### src/rtl/jk_bank_driver.sv
// jk_bank_driver
// Control side for a bank of WIDTH JK flip-flops. The driver takes a target
// word over valid/ready and works out per-bit J/K excitation from the target
// and the bank's Q feedback. It drives the bank for one clock and then checks
// that the bank reached the target. On a mismatch it re-drives up to MAX_RETRY
// times. After that it reports an error and bumps a saturating error counter.
module jk_bank_driver #(
    parameter int WIDTH       = 4,
    parameter int TOGGLE_MODE = 0,
    parameter int MAX_RETRY   = 2,
    parameter int CNT_W       = 8
) (
    input  logic             clk,
    input  logic             rst,
    input  logic [WIDTH-1:0] tgt_data,
    input  logic             tgt_valid,
    output logic             tgt_ready,
    input  logic [WIDTH-1:0] q_fb,
    output logic [WIDTH-1:0] j_out,
    output logic [WIDTH-1:0] k_out,
    output logic             done,
    output logic             err,
    output logic [CNT_W-1:0] err_count
);

    // Three bits are enough for retry counts 0..7.
    localparam int RW = 3;

    typedef enum logic [1:0] {
        IDLE  = 2'd0,
        DRIVE = 2'd1,
        CHECK = 2'd2
    } state_t;

    state_t           state_reg, state_next;
    logic [WIDTH-1:0] target_reg, target_next;
    logic [RW-1:0]    retry_reg, retry_next;
    logic [WIDTH-1:0] j_reg, j_next;
    logic [WIDTH-1:0] k_reg, k_next;
    logic             done_reg, done_next;
    logic             err_reg, err_next;
    logic [CNT_W-1:0] cnt_reg, cnt_next;

    // Excitation is computed against whichever target applies in this state.
    // In IDLE that is the word on the input port. Otherwise it is the latched
    // target, which is used for the re-drive after a failed check.
    logic [WIDTH-1:0] exc_tgt;
    logic [WIDTH-1:0] exc_j;
    logic [WIDTH-1:0] exc_k;
    logic             match;
    logic             retry_left;
    logic             cnt_sat;

    assign exc_tgt = (state_reg == IDLE) ? tgt_data : target_reg;

    // Per-bit excitation. A bit that already equals its target gets J=K=0.
    // This means a non-changing bit can never see J=K=1, in either mode.
    generate
        for (genvar gi = 0; gi < WIDTH; gi++) begin : g_exc
            logic diff;
            assign diff = exc_tgt[gi] ^ q_fb[gi];
            if (TOGGLE_MODE != 0) begin : g_toggle
                assign exc_j[gi] = diff;
                assign exc_k[gi] = diff;
            end else begin : g_setreset
                assign exc_j[gi] = diff &  exc_tgt[gi];
                assign exc_k[gi] = diff & ~exc_tgt[gi];
            end
        end
    endgenerate

    assign match      = (q_fb == target_reg);
    assign retry_left = (retry_reg < RW'(MAX_RETRY));
    assign cnt_sat    = &cnt_reg;

    // Ready is decoded straight from the state so the handshake has no extra latency.
    assign tgt_ready = (state_reg == IDLE);
    assign j_out     = j_reg;
    assign k_out     = k_reg;
    assign done      = done_reg;
    assign err       = err_reg;
    assign err_count = cnt_reg;

    // Next-state and registered-output logic. J/K default to 0 so the bank
    // holds everywhere except the cycle after a load.
    always_comb begin
        state_next  = state_reg;
        target_next = target_reg;
        retry_next  = retry_reg;
        j_next      = '0;
        k_next      = '0;
        done_next   = 1'b0;
        err_next    = 1'b0;
        cnt_next    = cnt_reg;
        unique case (state_reg)
            IDLE: begin
                if (tgt_valid) begin
                    target_next = tgt_data;
                    retry_next  = '0;
                    j_next      = exc_j;
                    k_next      = exc_k;
                    state_next  = DRIVE;
                end
            end
            DRIVE: begin
                // The bank samples J/K on this edge. The driver just moves on.
                state_next = CHECK;
            end
            CHECK: begin
                if (match) begin
                    done_next  = 1'b1;
                    state_next = IDLE;
                end else if (retry_left) begin
                    retry_next = retry_reg + RW'(1);
                    j_next     = exc_j;
                    k_next     = exc_k;
                    state_next = DRIVE;
                end else begin
                    err_next   = 1'b1;
                    if (!cnt_sat) begin
                        cnt_next = cnt_reg + CNT_W'(1);
                    end
                    state_next = IDLE;
                end
            end
            default: begin
                state_next = IDLE;
            end
        endcase
    end

    // State and output registers. Reset drops any in-flight target at once.
    always_ff @(posedge clk or posedge rst) begin
        if (rst) begin
            state_reg  <= IDLE;
            target_reg <= '0;
            retry_reg  <= '0;
            j_reg      <= '0;
            k_reg      <= '0;
            done_reg   <= 1'b0;
            err_reg    <= 1'b0;
            cnt_reg    <= '0;
        end else begin
            state_reg  <= state_next;
            target_reg <= target_next;
            retry_reg  <= retry_next;
            j_reg      <= j_next;
            k_reg      <= k_next;
            done_reg   <= done_next;
            err_reg    <= err_next;
            cnt_reg    <= cnt_next;
        end
    end

endmodule

### config.mk
export PLATFORM = sky130hd
export DESIGN_NAME = jk_bank_driver
export DESIGN_NICKNAME = d
export VERILOG_FILES = /design/src/rtl/jk_bank_driver.sv
export SDC_FILE = /design/constraint.sdc
export NUM_CORES = 1
export LEC_CHECK = 0
export ABC_AREA = 1
export CAP_MARGIN = 0
export CORE_MARGIN = 8
export CORE_UTILIZATION = 54
export CTS_CLUSTER_SIZE = 28
export DETAILED_ROUTE_END_ITERATION = 12
export PLACE_DENSITY = 0.84
export SYNTH_ARGS = -nofsm -noshare
export SYNTH_HDL_FRONTEND = slang
export SYNTH_SLANG_ARGS = --single-unit
### constraint.sdc
create_clock -name clk -period 3.69 [get_ports clk]
set_input_delay 0.5535 -clock clk [delete_from_list [all_inputs] [get_ports clk]]
set_output_delay 0.5535 -clock clk [all_outputs]
set_load 0.02 [all_outputs]
* Word level (Yosys, flattened, before mapping)
Cells that the tools add are included.
** Storage, ports and cells
- Register bits after elaboration :: 27
- Latch bits :: 0
- RAM bits :: 0
- ROM bits :: 0
- Bits of input ports :: 11
- Logic and storage cells :: 64
- Memories :: 0
** Cells by class
- $add $sub $neg :: 2
- Multiply operators :: 0
- Div/mod/pow operators :: 0
- $lt $le $gt $ge :: 1
- Eq/ne operators :: 6
- Shift operators :: 0
- Mux-type cells :: 22
- Bitwise logic cells :: 19
- Reduce and logical (&&, ||, !) cells :: 6
** Operators by type and width (number)
- $mux 4 :: 7
- $pmux 4 s2 :: 2
- $mux 3 :: 3
- $add 8x1->8 const B :: 1
- $and 1x1->1 :: 8
- $reduce_and 4->1 :: 2
- $reduce_and 8->1 :: 1
- $mux 1 :: 7
- $not 1->1 :: 7
- $ne 2x2->1 const B :: 3
- $pmux 2 s3 :: 1
- $pmux 3 s2 :: 1
- $eq 4x4->1 :: 1
- $xor 1x1->1 :: 4
- $add 3x1->3 const B :: 1
- $lt 3x2->1 const B :: 1
- $eq 2x1->1 const B :: 1
- $eq 2x2->1 const B :: 1
- $logic_not 2->1 :: 1
- $mux 2 :: 1
- $reduce_and 2->1 :: 1
- $reduce_bool 2->1 :: 1

* Longest topological paths before layout
- Depth after elaboration :: 7
- Mapped depth :: 9

* Worst setup path after synthesis
No wires, ideal clock.
- Path kind :: register -> register
- From :: register cnt_reg[0], in the netlist err_count[0]
- To :: register cnt_reg[5], in the netlist err_count[5]
- Setup time :: 65 ps
- Data arrival time :: 1244 ps
- Required time :: 3625 ps
- Path slack :: 2380 ps
- Cell stages (with the launch flop) :: 6
- Period minus slack after synthesis :: 1310 ps
- Path through :: dfrtp_1 ha_1 nand4_4 nand3_4 nand2_1 nand2_1
** Between the ends
- Cells in the longest elaborated chain, start to end :: 3
- Elaborated cells on any way between the ends :: 4
- Those cells by class :: add/sub: 1; bitwise: 1; reduce/logical: 2
** Ends and longest elaborated chain
- start, declared :: RTL line 42 : logic [CNT_W-1:0] cnt_reg, cnt_next;
- start signal, assigned :: RTL line 151 : cnt_reg <= cnt_next;
- branches (longest 3 deep; another with $add 8x1->8)
Parallel ways; which one is timed is not known.
A chain may end at the register's enable or synchronous reset.

* Worst setup path in the final report
- From :: register state_reg[1]
- To :: output port tgt_ready
** Between the ends
- Cells in the longest elaborated chain, start to end :: 1
** Ends and longest elaborated chain
- start, declared :: RTL line 35 : state_t state_reg, state_next;
- start signal, assigned :: RTL line 144 : state_reg <= state_next;
- $logic_not 2->1 :: RTL line 77 : assign tgt_ready = (state_reg == IDLE);
- end, declared :: RTL line 17 : output logic tgt_ready,
No other way between the ends.

==> impl_metrics.csv <==
group,metric,value,unit
cells_and_area,final_cells,234,
clock_network,postCtsHoldBufs,0,
timing,drv_slew,0,
detailed_routing,vias,1174,
timing,setup-tns-final,0,ns
timing,grt_setup_unrepaired,"no",
detailed_routing,post_drt_wl_per_cell,12.81,microns
floorplanning,pin_count,30,
synthesis,syn_inst,174,
synthesis,yosysSeqAreaShare,45.11,%
clock_network,clk-insertion-delay-late,0.33,ns
timing,finalSetupViolations,0,
detailed_routing,first_pass_iters,4,
detailed_routing,viasPerCell,5.017,
timing,hold_viol_final,0,
placement,placedInstanceArea,1787,sq um
placement,place_congestion,0.7819,
floorplanning,die_w,68.67,microns
detailed_routing,ant_nets,0,
critical_path,arrival,1.66,ns
floorplanning,dieHeight,68.67,microns
floorplanning,start_util,55.75,%
power_and_ir_drop,ir_drop,0.5146,mV
clock_network,htree_levels,1,
cells_and_area,regArea,675.6,sq um
critical_path,worstPathRequired,3.14,ns
clock_network,cts_tree,"done",
clock_network,cts_resized,0,
global_route,met3_usage,2.100,%
clock_network,cts.clk_slew.worst_paths,0.14,ns
critical_path,crit_path_max_fanout,10,
synthesis,synthesis.area,1498,sq um
synthesis,avgSynthCellArea,8.607,sq um
floorplanning,fp.coreArea,2686,sq um
clock_network,post_cts_buffers,0,
global_route,grt_use_met2,26.83,%
detailed_routing,drc,0,
floorplanning,num_rows,19,
global_route,antenna_found_initial,0,
cells_and_area,final_cell_mix,"nand2_1, clkdlybuf4s50_1, dfrtp_1",
clock_network,cts_sinks,27,
global_route,use_met1,15.85,%
power_and_ir_drop,total_power,1.091,mW
floorplanning,fp.dieArea,4715,sq um
critical_path,critical_path.slowest_cell,"clkdlybuf4s50_1",
timing,fmax,450.8,MHz
cells_and_area,nets,217,
cells_and_area,fillers,220,
timing,worst_pin_slew,1.027,ns
synthesis,yosys_warnings,0,
cells_and_area,largest_reg_flops,8,
cells_and_area,final_common_cell,"nand2_1",
run,max_cap_viol_count,0,
global_route,grt_pass1_wl,5.257,mm
min_path,hp-class,"reg2reg",
timing,hold_ws,0.5538,ns
global_route,gr-total-overflow,0,
run_status,status,"completed",
placement,hpwlAfterDp,2.266,mm
timing,min_period_over_period,60.11,%
detailed_routing,initialDrtViolationCount,73,
timing,post-route-min-period,2.218,ns
placement,dp_cells,230,
synthesis,syn_nets,187,
critical_path,end_kind,"output port",
power_and_ir_drop,p_leak,0.8998,nW
cells_and_area,fin_util,67.49,%
cells_and_area,drive_above_1_share,14.29,%
critical_path,slowest_delay,0.65,ns
critical_path,cp-start-kind,"flip-flop",
synthesis,ys_ff_latch,27,
global_route,grt_busiest_layer,"met2",
critical_path,setup.worst_path.class,"reg2out",
power_and_ir_drop,switchingPower,0.4702,mW
power_and_ir_drop,p_seq_share,39.5,%
timing,max-slew-margin-rel,31.43,%
power_and_ir_drop,combPwrFrac,48.6,%
cells_and_area,stdcell_area,1813,sq um
synthesis,synth.distinct_cells,28,
clock_network,cts-root-buf,"clkbuf_4",
cells_and_area,diodes,0,
detailed_routing,drt-total-wl,2.998,mm
critical_path,path_cells,"nor2_4, clkdlybuf4s50_1",
cells_and_area,multiInputGateArea,699.4,sq um
global_route,track_usage,14.42,%
timing,layout_setup_ws,1.472,ns
power_and_ir_drop,internal_power,0.6209,mW
power_and_ir_drop,switching_share,43.09,%
global_route,grt_pass1_vias,1192,
placement,port_buffers,29,
critical_path,r2r_slack,2.00,ns
power_and_ir_drop,p_clk_share,11.9,%
clock_network,cts_made_buffers,3,
power_and_ir_drop,p_per_area,601.8,nW/um^2
global_route,grt_max_degree,28,
cells_and_area,area_delta_synth_final,21.05,%
placement,dp_slack,1.583,ns
timing,worst_clock_skew,0.008069,ns
clock_network,cts_buffer_depth,2,
-- worst paths after layout --
path	start	to	depth (start not counted)
min reg2reg	target_reg[3]$_DFFE_PP0P_	target_reg[3]$_DFFE_PP0P_	2
max in group asynchronous	rst	target_reg[2]$_DFFE_PP0P_	2
max reg2reg	state_reg[1]$_DFFE_PP0P_	retry_reg[2]$_DFFE_PP0P_	5
max	state_reg[1]$_DFFE_PP0P_	tgt_ready	2
min in group asynchronous	rst	err_count[7]$_DFFE_PP0P_	2
min	target_reg[3]$_DFFE_PP0P_	target_reg[3]$_DFFE_PP0P_	2
-- logic make-up (layout without fill, tap and decap cells) --
logic type,count (synthesis),count (layout),synth area share (%)
DFF,27,27,45.11
adders and majority gates,2,2,1.671
buffers and inverters,26,55,8.187
xor gates and xnor gates,4,4,2.340
and+or+nand+nor,97,97,34.67
AOI/OAI and AO/OA,18,18,8.020
-- power by group through the flow --
stage | Sequential, mW | Combinational, mW | Clock (mW)
floorplan | 0.479 | 0.357 | 0
global placement | 0.432 | 0.517 | 0
detailed placement | 0.437 | 0.536 | 0
CTS | 0.431 | 0.537 | 0.134
global route | 0.440 | 0.588 | 0.145
finish | 0.431 | 0.530 | 0.129
-- worst max-delay path, delay by kind of cell (launching register included) --
family / cells / cell delay (ns)
buf+inv: 1 / 0.65
flops: 1 / 0.47
simple gates: 1 / 0.22
-- per-layer routing --
metal,wire length [microns],vias to the layer above,part of all wire (%)
met5,0,-,0
met4,54,0,1.8
met2,1551,13,52
met1,1287,541,43
met3,104,5,3.5
li1,-,615,-
-- synth_stat cells --
library cell,count,area [sq um]
buf_2,1,5.000
nand2_2,2,12.51
nand2_4,3,33.78
a21oi_2,8,70.07
nand3_1,7,35.03
clkinv_1,2,7.510
dfrtp_1,27,675.7
o21ai_0,5,25.02
a21oi_1,1,5.000
o21ai_1,4,20.02
or2_2,1,6.260
nand3_4,1,17.52
nand3b_1,1,7.510
inv_1,18,67.56
buf_4,2,15.01
inv_2,2,7.510
buf_12,1,20.02
ha_1,2,25.02
nor2_1,6,22.52
nand4_1,10,62.56
nor2_4,5,56.30
xor2_1,2,17.52
or2_1,3,18.77
nand2_1,54,202.7
xnor2_1,2,17.52
nand4_4,1,21.27
nand3_2,1,10.01
nor2_2,2,12.51
-- cell type report --
cell class                 count  share of cell area [%]
multi-input combinational    121                   38.58
sequential                    27                   37.27
timing repair buffer          29                   16.01
inverter                      22                   4.555
tap                           31                   2.139
clock buffer                   4                   1.449
Note: power is estimated with default switching activity, not from simulation.
